$ cat config.mk
export PLATFORM = sky130hd
export DESIGN_NAME = multicycle_ctrl_fsm_flat
export DESIGN_NICKNAME = d
export VERILOG_FILES = /design/src/rtl/multicycle_ctrl_fsm_if.sv /design/src/rtl/multicycle_ctrl_fsm.sv /design/src/flat_wrapper.sv
export SDC_FILE = /design/constraint.sdc
export NUM_CORES = 1
export LEC_CHECK = 0
export CAP_MARGIN = 10
export CORE_UTILIZATION = 41
export CTS_CLUSTER_DIAMETER = 50
export DETAILED_ROUTE_END_ITERATION = 10
export PLACE_DENSITY = 0.79
export SYNTH_ARGS = -nofsm -noshare
export SYNTH_HDL_FRONTEND = slang
export SYNTH_SLANG_ARGS = --single-unit
$ cat constraint.sdc
create_clock -name clk -period 1.6 [get_ports clk]
set_clock_uncertainty 0.1 [all_clocks]
set_input_delay 0.16 -clock clk [delete_from_list [all_inputs] [get_ports clk]]
set_output_delay 0.16 -clock clk [all_outputs]
set_load 0.01 [all_outputs]
$ cat src/rtl/multicycle_ctrl_fsm_if.sv
// Control bundle between the multicycle control FSM and the RV32I datapath.
// The master side is the FSM: it takes instruction fields and datapath status,
// and drives the datapath selects and enables.
interface multicycle_ctrl_fsm_if #(
  parameter int OP_WIDTH     = 7,
  parameter int ALUCTL_WIDTH = 3
);
  // instruction fields and datapath status
  logic [OP_WIDTH-1:0]     op;
  logic [2:0]              funct3;
  logic                    funct7b5;
  logic                    Zero;
  logic                    MemReady;
  // datapath controls
  logic                    PCWrite;
  logic                    AdrSrc;
  logic                    MemRead;
  logic                    MemWrite;
  logic                    AddrType;
  logic                    IRWrite;
  logic [1:0]              ResultSrc;
  logic [1:0]              ALUSrcA;
  logic [1:0]              ALUSrcB;
  logic [ALUCTL_WIDTH-1:0] ALUControl;
  logic                    RegWrite;
  logic                    Retire;
  logic                    IllegalOp;

  modport master (
    input  op, funct3, funct7b5, Zero, MemReady,
    output PCWrite, AdrSrc, MemRead, MemWrite, AddrType, IRWrite, ResultSrc,
           ALUSrcA, ALUSrcB, ALUControl, RegWrite, Retire, IllegalOp
  );

  modport slave (
    output op, funct3, funct7b5, Zero, MemReady,
    input  PCWrite, AdrSrc, MemRead, MemWrite, AddrType, IRWrite, ResultSrc,
           ALUSrcA, ALUSrcB, ALUControl, RegWrite, Retire, IllegalOp
  );
endinterface

$ cat src/rtl/multicycle_ctrl_fsm.sv
// Multicycle RV32I control FSM: sequences fetch, decode, execute, memory and
// writeback over the shared datapath, stalling on the memory ready handshake
// and pulsing Retire / IllegalOp per instruction.
module multicycle_ctrl_fsm #(
  parameter int OP_WIDTH     = 7,
  parameter int ALUCTL_WIDTH = 3
) (
  input  logic                   clk,
  input  logic                   rst,
  multicycle_ctrl_fsm_if.master  bus
);

  localparam logic [OP_WIDTH-1:0] OP_LOAD   = OP_WIDTH'(7'b0000011);
  localparam logic [OP_WIDTH-1:0] OP_STORE  = OP_WIDTH'(7'b0100011);
  localparam logic [OP_WIDTH-1:0] OP_RTYPE  = OP_WIDTH'(7'b0110011);
  localparam logic [OP_WIDTH-1:0] OP_ITYPE  = OP_WIDTH'(7'b0010011);
  localparam logic [OP_WIDTH-1:0] OP_BRANCH = OP_WIDTH'(7'b1100011);
  localparam logic [OP_WIDTH-1:0] OP_JAL    = OP_WIDTH'(7'b1101111);
  localparam logic [OP_WIDTH-1:0] OP_JALR   = OP_WIDTH'(7'b1100111);
  localparam logic [OP_WIDTH-1:0] OP_LUI    = OP_WIDTH'(7'b0110111);

  localparam logic [ALUCTL_WIDTH-1:0] ALU_ADD = ALUCTL_WIDTH'(3'b000);
  localparam logic [ALUCTL_WIDTH-1:0] ALU_SUB = ALUCTL_WIDTH'(3'b001);
  localparam logic [ALUCTL_WIDTH-1:0] ALU_AND = ALUCTL_WIDTH'(3'b010);
  localparam logic [ALUCTL_WIDTH-1:0] ALU_OR  = ALUCTL_WIDTH'(3'b011);
  localparam logic [ALUCTL_WIDTH-1:0] ALU_SLT = ALUCTL_WIDTH'(3'b101);

  typedef enum logic [3:0] {
    S_FETCH, S_DECODE, S_MEMADR, S_MEMREAD, S_MEMWB, S_MEMWRITE, S_EXECR,
    S_EXECI, S_ALUWB, S_BRANCH, S_JAL, S_JALR, S_LUI
  } state_t;

  state_t state, nxt;

  // funct3 -> ALU op; sub_ok separates R-type sub from I-type addi
  function automatic logic [ALUCTL_WIDTH-1:0] alu_dec(input logic [2:0] f3,
                                                       input logic sub_ok);
    case (f3)
      3'b000:  alu_dec = sub_ok ? ALU_SUB : ALU_ADD;
      3'b010:  alu_dec = ALU_SLT;
      3'b110:  alu_dec = ALU_OR;
      3'b111:  alu_dec = ALU_AND;
      default: alu_dec = ALU_ADD;
    endcase
  endfunction

  // state register, restarts at fetch on reset
  always_ff @(posedge clk) begin
    if (!rst) state <= S_FETCH;
    else      state <= nxt;
  end

  // next state and datapath controls; everything held low while in reset
  always_comb begin
    nxt            = state;
    bus.PCWrite    = 1'b0;
    bus.AdrSrc     = 1'b0;
    bus.MemRead    = 1'b0;
    bus.MemWrite   = 1'b0;
    bus.AddrType   = 1'b0;
    bus.IRWrite    = 1'b0;
    bus.ResultSrc  = 2'b00;
    bus.ALUSrcA    = 2'b00;
    bus.ALUSrcB    = 2'b00;
    bus.ALUControl = ALU_ADD;
    bus.RegWrite   = 1'b0;
    bus.Retire     = 1'b0;
    bus.IllegalOp  = 1'b0;
    if (rst) begin
      case (state)
        S_FETCH: begin
          bus.MemRead   = 1'b1;
          bus.ALUSrcB   = 2'b10;
          bus.ResultSrc = 2'b10;
          if (bus.MemReady) begin
            bus.IRWrite = 1'b1;
            bus.PCWrite = 1'b1;
            nxt         = S_DECODE;
          end
        end
        S_DECODE: begin
          // branch target precomputed into ALUOut
          bus.ALUSrcA = 2'b01;
          bus.ALUSrcB = 2'b01;
          case (bus.op)
            OP_LOAD, OP_STORE: nxt = S_MEMADR;
            OP_RTYPE:          nxt = S_EXECR;
            OP_ITYPE:          nxt = S_EXECI;
            OP_BRANCH:         nxt = S_BRANCH;
            OP_JAL:            nxt = S_JAL;
            OP_JALR:           nxt = S_JALR;
            OP_LUI:            nxt = S_LUI;
            default: begin
              bus.IllegalOp = 1'b1;
              nxt           = S_FETCH;
            end
          endcase
        end
        S_MEMADR: begin
          bus.ALUSrcA = 2'b10;
          bus.ALUSrcB = 2'b01;
          nxt = (bus.op == OP_LOAD) ? S_MEMREAD : S_MEMWRITE;
        end
        S_MEMREAD: begin
          bus.AdrSrc   = 1'b1;
          bus.MemRead  = 1'b1;
          bus.AddrType = (bus.funct3 == 3'b000);
          if (bus.MemReady) nxt = S_MEMWB;
        end
        S_MEMWB: begin
          bus.ResultSrc = 2'b01;
          bus.RegWrite  = 1'b1;
          bus.Retire    = 1'b1;
          nxt           = S_FETCH;
        end
        S_MEMWRITE: begin
          bus.AdrSrc   = 1'b1;
          bus.MemWrite = 1'b1;
          bus.AddrType = (bus.funct3 == 3'b000);
          if (bus.MemReady) begin
            bus.Retire = 1'b1;
            nxt        = S_FETCH;
          end
        end
        S_EXECR: begin
          bus.ALUSrcA    = 2'b10;
          bus.ALUControl = alu_dec(bus.funct3, bus.funct7b5);
          nxt            = S_ALUWB;
        end
        S_EXECI: begin
          bus.ALUSrcA    = 2'b10;
          bus.ALUSrcB    = 2'b01;
          bus.ALUControl = alu_dec(bus.funct3, 1'b0);
          nxt            = S_ALUWB;
        end
        S_ALUWB: begin
          bus.RegWrite = 1'b1;
          bus.Retire   = 1'b1;
          nxt          = S_FETCH;
        end
        S_BRANCH: begin
          // funct3[0] distinguishes bne from beq
          bus.ALUSrcA    = 2'b10;
          bus.ALUControl = ALU_SUB;
          bus.PCWrite    = bus.Zero ^ bus.funct3[0];
          bus.Retire     = 1'b1;
          nxt            = S_FETCH;
        end
        S_JAL: begin
          // PC takes the target in ALUOut while ALU forms OldPC+4 for rd
          bus.ALUSrcA = 2'b01;
          bus.ALUSrcB = 2'b10;
          bus.PCWrite = 1'b1;
          nxt         = S_ALUWB;
        end
        S_JALR: begin
          bus.ALUSrcA   = 2'b10;
          bus.ALUSrcB   = 2'b01;
          bus.ResultSrc = 2'b10;
          bus.PCWrite   = 1'b1;
          nxt           = S_ALUWB;
        end
        S_LUI: begin
          bus.ALUSrcB    = 2'b01;
          bus.ALUControl = ALU_OR;
          nxt            = S_ALUWB;
        end
        default: nxt = S_FETCH;
      endcase
    end
  end

endmodule

$ cat src/flat_wrapper.sv
// flat-port wrapper written by rule: the top's interface ports become plain ports
module multicycle_ctrl_fsm_flat 
#(
  parameter int OP_WIDTH     = 7,
  parameter int ALUCTL_WIDTH = 3
)
  (clk, rst, bus_op, bus_funct3, bus_funct7b5, bus_Zero, bus_MemReady, bus_PCWrite, bus_AdrSrc, bus_MemRead, bus_MemWrite, bus_AddrType, bus_IRWrite, bus_ResultSrc, bus_ALUSrcA, bus_ALUSrcB, bus_ALUControl, bus_RegWrite, bus_Retire, bus_IllegalOp);
  multicycle_ctrl_fsm_if #(.OP_WIDTH(OP_WIDTH), .ALUCTL_WIDTH(ALUCTL_WIDTH)) bus_i ();
  input  logic clk;
  input  logic rst;
  input wire logic [$bits(bus_i.op)-1:0] bus_op;
  input wire logic [$bits(bus_i.funct3)-1:0] bus_funct3;
  input wire logic [$bits(bus_i.funct7b5)-1:0] bus_funct7b5;
  input wire logic [$bits(bus_i.Zero)-1:0] bus_Zero;
  input wire logic [$bits(bus_i.MemReady)-1:0] bus_MemReady;
  output wire logic [$bits(bus_i.PCWrite)-1:0] bus_PCWrite;
  output wire logic [$bits(bus_i.AdrSrc)-1:0] bus_AdrSrc;
  output wire logic [$bits(bus_i.MemRead)-1:0] bus_MemRead;
  output wire logic [$bits(bus_i.MemWrite)-1:0] bus_MemWrite;
  output wire logic [$bits(bus_i.AddrType)-1:0] bus_AddrType;
  output wire logic [$bits(bus_i.IRWrite)-1:0] bus_IRWrite;
  output wire logic [$bits(bus_i.ResultSrc)-1:0] bus_ResultSrc;
  output wire logic [$bits(bus_i.ALUSrcA)-1:0] bus_ALUSrcA;
  output wire logic [$bits(bus_i.ALUSrcB)-1:0] bus_ALUSrcB;
  output wire logic [$bits(bus_i.ALUControl)-1:0] bus_ALUControl;
  output wire logic [$bits(bus_i.RegWrite)-1:0] bus_RegWrite;
  output wire logic [$bits(bus_i.Retire)-1:0] bus_Retire;
  output wire logic [$bits(bus_i.IllegalOp)-1:0] bus_IllegalOp;
  assign bus_i.op = bus_op;
  assign bus_i.funct3 = bus_funct3;
  assign bus_i.funct7b5 = bus_funct7b5;
  assign bus_i.Zero = bus_Zero;
  assign bus_i.MemReady = bus_MemReady;
  assign bus_PCWrite = bus_i.PCWrite;
  assign bus_AdrSrc = bus_i.AdrSrc;
  assign bus_MemRead = bus_i.MemRead;
  assign bus_MemWrite = bus_i.MemWrite;
  assign bus_AddrType = bus_i.AddrType;
  assign bus_IRWrite = bus_i.IRWrite;
  assign bus_ResultSrc = bus_i.ResultSrc;
  assign bus_ALUSrcA = bus_i.ALUSrcA;
  assign bus_ALUSrcB = bus_i.ALUSrcB;
  assign bus_ALUControl = bus_i.ALUControl;
  assign bus_RegWrite = bus_i.RegWrite;
  assign bus_Retire = bus_i.Retire;
  assign bus_IllegalOp = bus_i.IllegalOp;
  multicycle_ctrl_fsm #(.OP_WIDTH(OP_WIDTH), .ALUCTL_WIDTH(ALUCTL_WIDTH)) u_core (.clk(clk), .rst(rst), .bus(bus_i));
endmodule
==> metrics, run 1 <==
status=aborted with a tool error; Failed at=5_1_grt; error msg=[ERROR GRT-0232] Routing congestion too high. Check the congestion heatmap in the GUI.; area leader, netlist=dfxtp_1; GRT Residual Overflow=61; Syn Inst Count=117; synthesized area per cell=6.31 sq um; top cell type's share of synthesized area=10.8%; hpwl dp=2.21 mm; Cell Area, Placed=0.00133 sq mm; placed instance count=201; Post-Synthesis Net Count=132; main area contributors after synthesis=dfxtp_1 11%, a21oi_1 7.5%, nor2_1 6.6%, nand2b_1 5.9%, xor2_1 5.9%; Seq cells post-synth=4; Clk Tree Root Cell=clkbuf_4; Die Height=44.4 microns; register area share after synthesis=10.8%; routability congestion estimate=0.909; largest net degree at the start of global routing=14; FP Rows=14; # clock sinks=4; # hold bufs at CTS=0; I/O Buffers=32; EDFF count, synth=0; pre-CTS setup slack=-0.677 ns; synth unique cells=37; clk buf depth=2; initial core utilization=46.3%; worst endpoint type=primary output; Num CTS Buffers=3; num ports=33; die width=44.4 microns; CTS H-tree lvls=1; Post-synth ARST share=0%; YS warnings=0; top_reg_cell synth=dfxtp_1; gr usage total=74.1%; GR repair worst EP=bus_ALUControl[0]; synthesized area=738 sq um
[metal layers]
metal / GRT overflow / track usage (%)
met5: 0 / 0
met4: 11 / 83.6
met3: 0 / 35.5
met2: 50 / 107
met1: 0 / 72.1
[cells in the mapped netlist (3+ instances only)]
cell type and instances:
nor2b_1 5, nand2b_1 7, dfxtp_1 4, nor3_1 8, o21ai_0 5, nor2_1 13
inv_1 3, xor2_1 5, a21oi_1 11, nand3b_1 5, nand3_1 7, buf_2 4
nand2_1 9
[logic make-up after synthesis]
group,after synthesis,share of synthesized area (%)
flops,4,10.8
xor+xnor,5,5.93
compound gates,29,26.1
mux,2,2.71
simple gates,65,47.6
buf+inv,12,6.78
[stage by stage]
step	hold slack, ns	setup TNS (ns)	util (%)
after CTS	0.399	-0.849	90.3
after detailed placement	0.564	-7.39	83.1
after floorplan	0.193	0	-
after global placement	0.560	-6.76	83.1
[timing repair]
action                                  CTS
gates cloned                              1
resized for setup                       103
endpoints found under the setup margin   20
pin swaps                                10
setup buffers                             7
endpoints found under the hold margin     0
==> run 2, diff against run 1 <==
Settings changed: CORE_AREA from default to 2 2 63 65, CORE_UTILIZATION 41 to default, CTS_CLUSTER_DIAMETER 50 to default, DIE_AREA from default to 0 0 65 67, PLACE_DENSITY 0.79 to default, PLACE_DENSITY_LB_ADDON from default to 0.15.
==> run 2 against run 1 <==
Effect of this change:
- the flow now finishes, with violations (setup timing)
- synthesized cell count unchanged
- area after synthesis unchanged
==> metrics, run 2 <==
core area=0.00361 sq mm; period utilisation layout=109%; Biggest register=u_core.state; register area share after synthesis=10.8% (unchanged); Crit path max-delay family=simple AND/OR/NAND/NOR gates; initial antenna violation count=0; Gate power share=44.8%; Setup-failing EPs final=8; Crit path required time=1.34 ns; die width=65 microns (was 44.4 microns); Hold Fails Final Rpt=0; Util after Layout=46.7%; First DRT Iteration DRCs=35; CP arrival=1.49 ns; violated checks=setup timing; Final ANT Viol Nets=0; WS Path Type=reg2out; synthesized area per cell=6.31 sq um (unchanged); max_cap viols=0; layout cells sized above 1=55.4%; TritonCTS clock tree=yes; max-slew violations=0; fin crit period=1.75 ns; main area contributors after synthesis=dfxtp_1 11%, a21oi_1 7.5%, nor2_1 6.6%, nand2b_1 5.9%, xor2_1 5.9% (unchanged); Net Sw Frac=31.9%; routed vias/inst=4.78; Cell Area, Placed=0.00134 sq mm (was 0.00133 sq mm); I/O Buffers=32 (unchanged); num ports=33 (unchanged); commonest non-fill, non-tap cell in the layout=buf_4; YS warnings=0 (unchanged); max FFs per register=4; drt first pass iters=4; relative slew slack=78.1%; synth unique cells=37 (unchanged); crit path setup slack, layout=-0.152 ns; clk buf depth=2 (unchanged); GRT Residual Overflow=0; Seq cells post-synth=4 (unchanged); Slowest cell on crit path=or3b_4; gr usage total=15.3%; RSZ-0062 raised after global routing=true; Peak VDD IR=0.000203 V; Layout area overhead=128%; clock latency on the worst-skew pair=0.23 ns; Clk Tree Root Cell=clkbuf_8 (was clkbuf_4); Post-Synthesis Net Count=132 (unchanged); Die Height=67 microns (was 44.4 microns); fmax=0.571 GHz; Int Power=399 uW; CTS H-tree lvls=1 (unchanged); Post-synth ARST share=0% (unchanged); top cell type's share of synthesized area=10.8% (unchanged); vias in the first global route=1121; # hold bufs at CTS=0 (unchanged); Detailed Route WL=3.36 mm; crit-path max cell delay=0.42 ns; count leader, synth=nor2_1 (unchanged); initial core utilization=20.5% (was 46.3%); final total power=586 uW; largest net degree at the start of global routing=16; Power Dens Cells=348 mW/mm^2; Reg power frac=17.5%; status=finished with violations (was aborted with a tool error); Num CTS Buffers=3 (unchanged); clock power share=37.7%; worst slew pin tran=0.328 ns; vias=1162; Post-Layout Inst Area=0.00169 sq mm; # clock sinks=4 (unchanged); Worst setup EP type=primary output; nets@finish=212; FP Rows=22 (was 14); synthesized area=738 sq um (unchanged); clock-pin slew on the worst setup and hold paths=0.03 ns; critical path buffer and inverter count=2; EDFF count, synth=0 (unchanged); hpwl dp=2.28 mm (was 2.21 mm); routability congestion estimate=0.810 (was 0.909); type of origin of the critical path=flip-flop; LEAKAGE=0.747 nW; crit path cell chain=or3b_4 -> buf_6 -> a2111oi_4 -> buf_2; Hold Path Class=in2reg; top flop regs=u_core.state (4); most frequent cells in the layout=43 x buf_4, 13 x buf_2, 10 x nor2_1; Switch Pwr=187 uW; top_reg_cell synth=dfxtp_1 (unchanged); Die ar.=0.00436 sq mm; critical-path maximum fanout=4; drt wl/cell=13.8 microns; Synth top cells by count=13 x nor2_1, 11 x a21oi_1, 9 x nand2_1 (unchanged); global-route wire length before repair=5.18 mm; n_diodes=0; Syn Inst Count=117 (unchanged); pre-CTS setup slack=-0.599 ns (was -0.677 ns); DR DRC count=0; area leader, netlist=dfxtp_1 (unchanged)
run 2: power groups by stage:
stage / sequential, mW / clock [mW] / combinational (mW)
CTS: 0.106 / 0.225 / 0.232
global route: 0.103 / 0.226 / 0.283
finish: 0.102 / 0.221 / 0.263
floorplan: 0.106 / 0 / 0.0835
detailed placement: 0.108 / 0 / 0.219
global placement: 0.108 / 0 / 0.218
run 2: path summary, 6_finish.rpt:
| kind | from | end | slack [ns] | cells past startpoint |
|---|---|---|---|---|
| max | u_core.state[3]$_SDFFE_PN0P_ | bus_IllegalOp | -0.15 | 4 |
| min | bus_op[5] | u_core.state[0]$_SDFFE_PN0P_ | 0.46 | 4 |
| max reg2reg | u_core.state[0]$_SDFFE_PN0P_ | u_core.state[1]$_SDFFE_PN0P_ | -0.13 | 4 |
| min reg2reg | u_core.state[0]$_SDFFE_PN0P_ | u_core.state[1]$_SDFFE_PN0P_ | 0.62 | 3 |
run 2: timing repair:
item                                   in CTS  in global routing
setup buffers                              10                  6
gates resized for setup                   100                 35
pin swaps                                   7                  8
endpoints found under the hold margin       0                  0
setup endpoints to repair                  21                 18
cloned                                      0                  1
run 2: metal layers:
layer,up-vias,share of wire (%),GRT usage [%]
li1,587,-,-
met1,532,41,17.2
met2,37,52,29.8
met3,6,5.1,2.53
met4,0,1.8,3.72
met5,-,0,0
run 2: final cells by class:
class | instances | area [sq um]
Multi-Input combinational cell | 101 | 788
Tap cell | 48 | 60.1
Clock buffer | 3 | 41.3
Sequential cell | 4 | 95.1
Timing Repair Buffer | 83 | 683
Inverter | 4 | 17.5
Fill cell | 367 | 1920
run 2: cell families after synthesis:
family	count (synthesis)	share of synthesized area, %
AO/OA/AOI/OAI	29	26.1
XOR/XNOR	5	5.93
buffers and inverters	12	6.78
flip-flops	4	10.8
multiplexers	2	2.71
AND/OR/NAND/NOR	65	47.6
run 2: worst min-delay path, cell delays in order:
cell,delay [ns]
dlygate4sd2_1,0.30
o31ai_1,0.12
nand3_1,0.10
a221oi_2,0.06
run 2: metrics by stage:
stage	setup TNS, ns	std cells	hold slack, ns
after floorplan	0	117	0.193
final	-0.765	243	0.458
after detailed placement	-7.35	223	0.677
after CTS	-0.873	236	0.451
after global placement	-7.26	223	0.681
after global routing	-1.30	243	0.504
No activity file was read; power rests on OpenSTA's default activity.
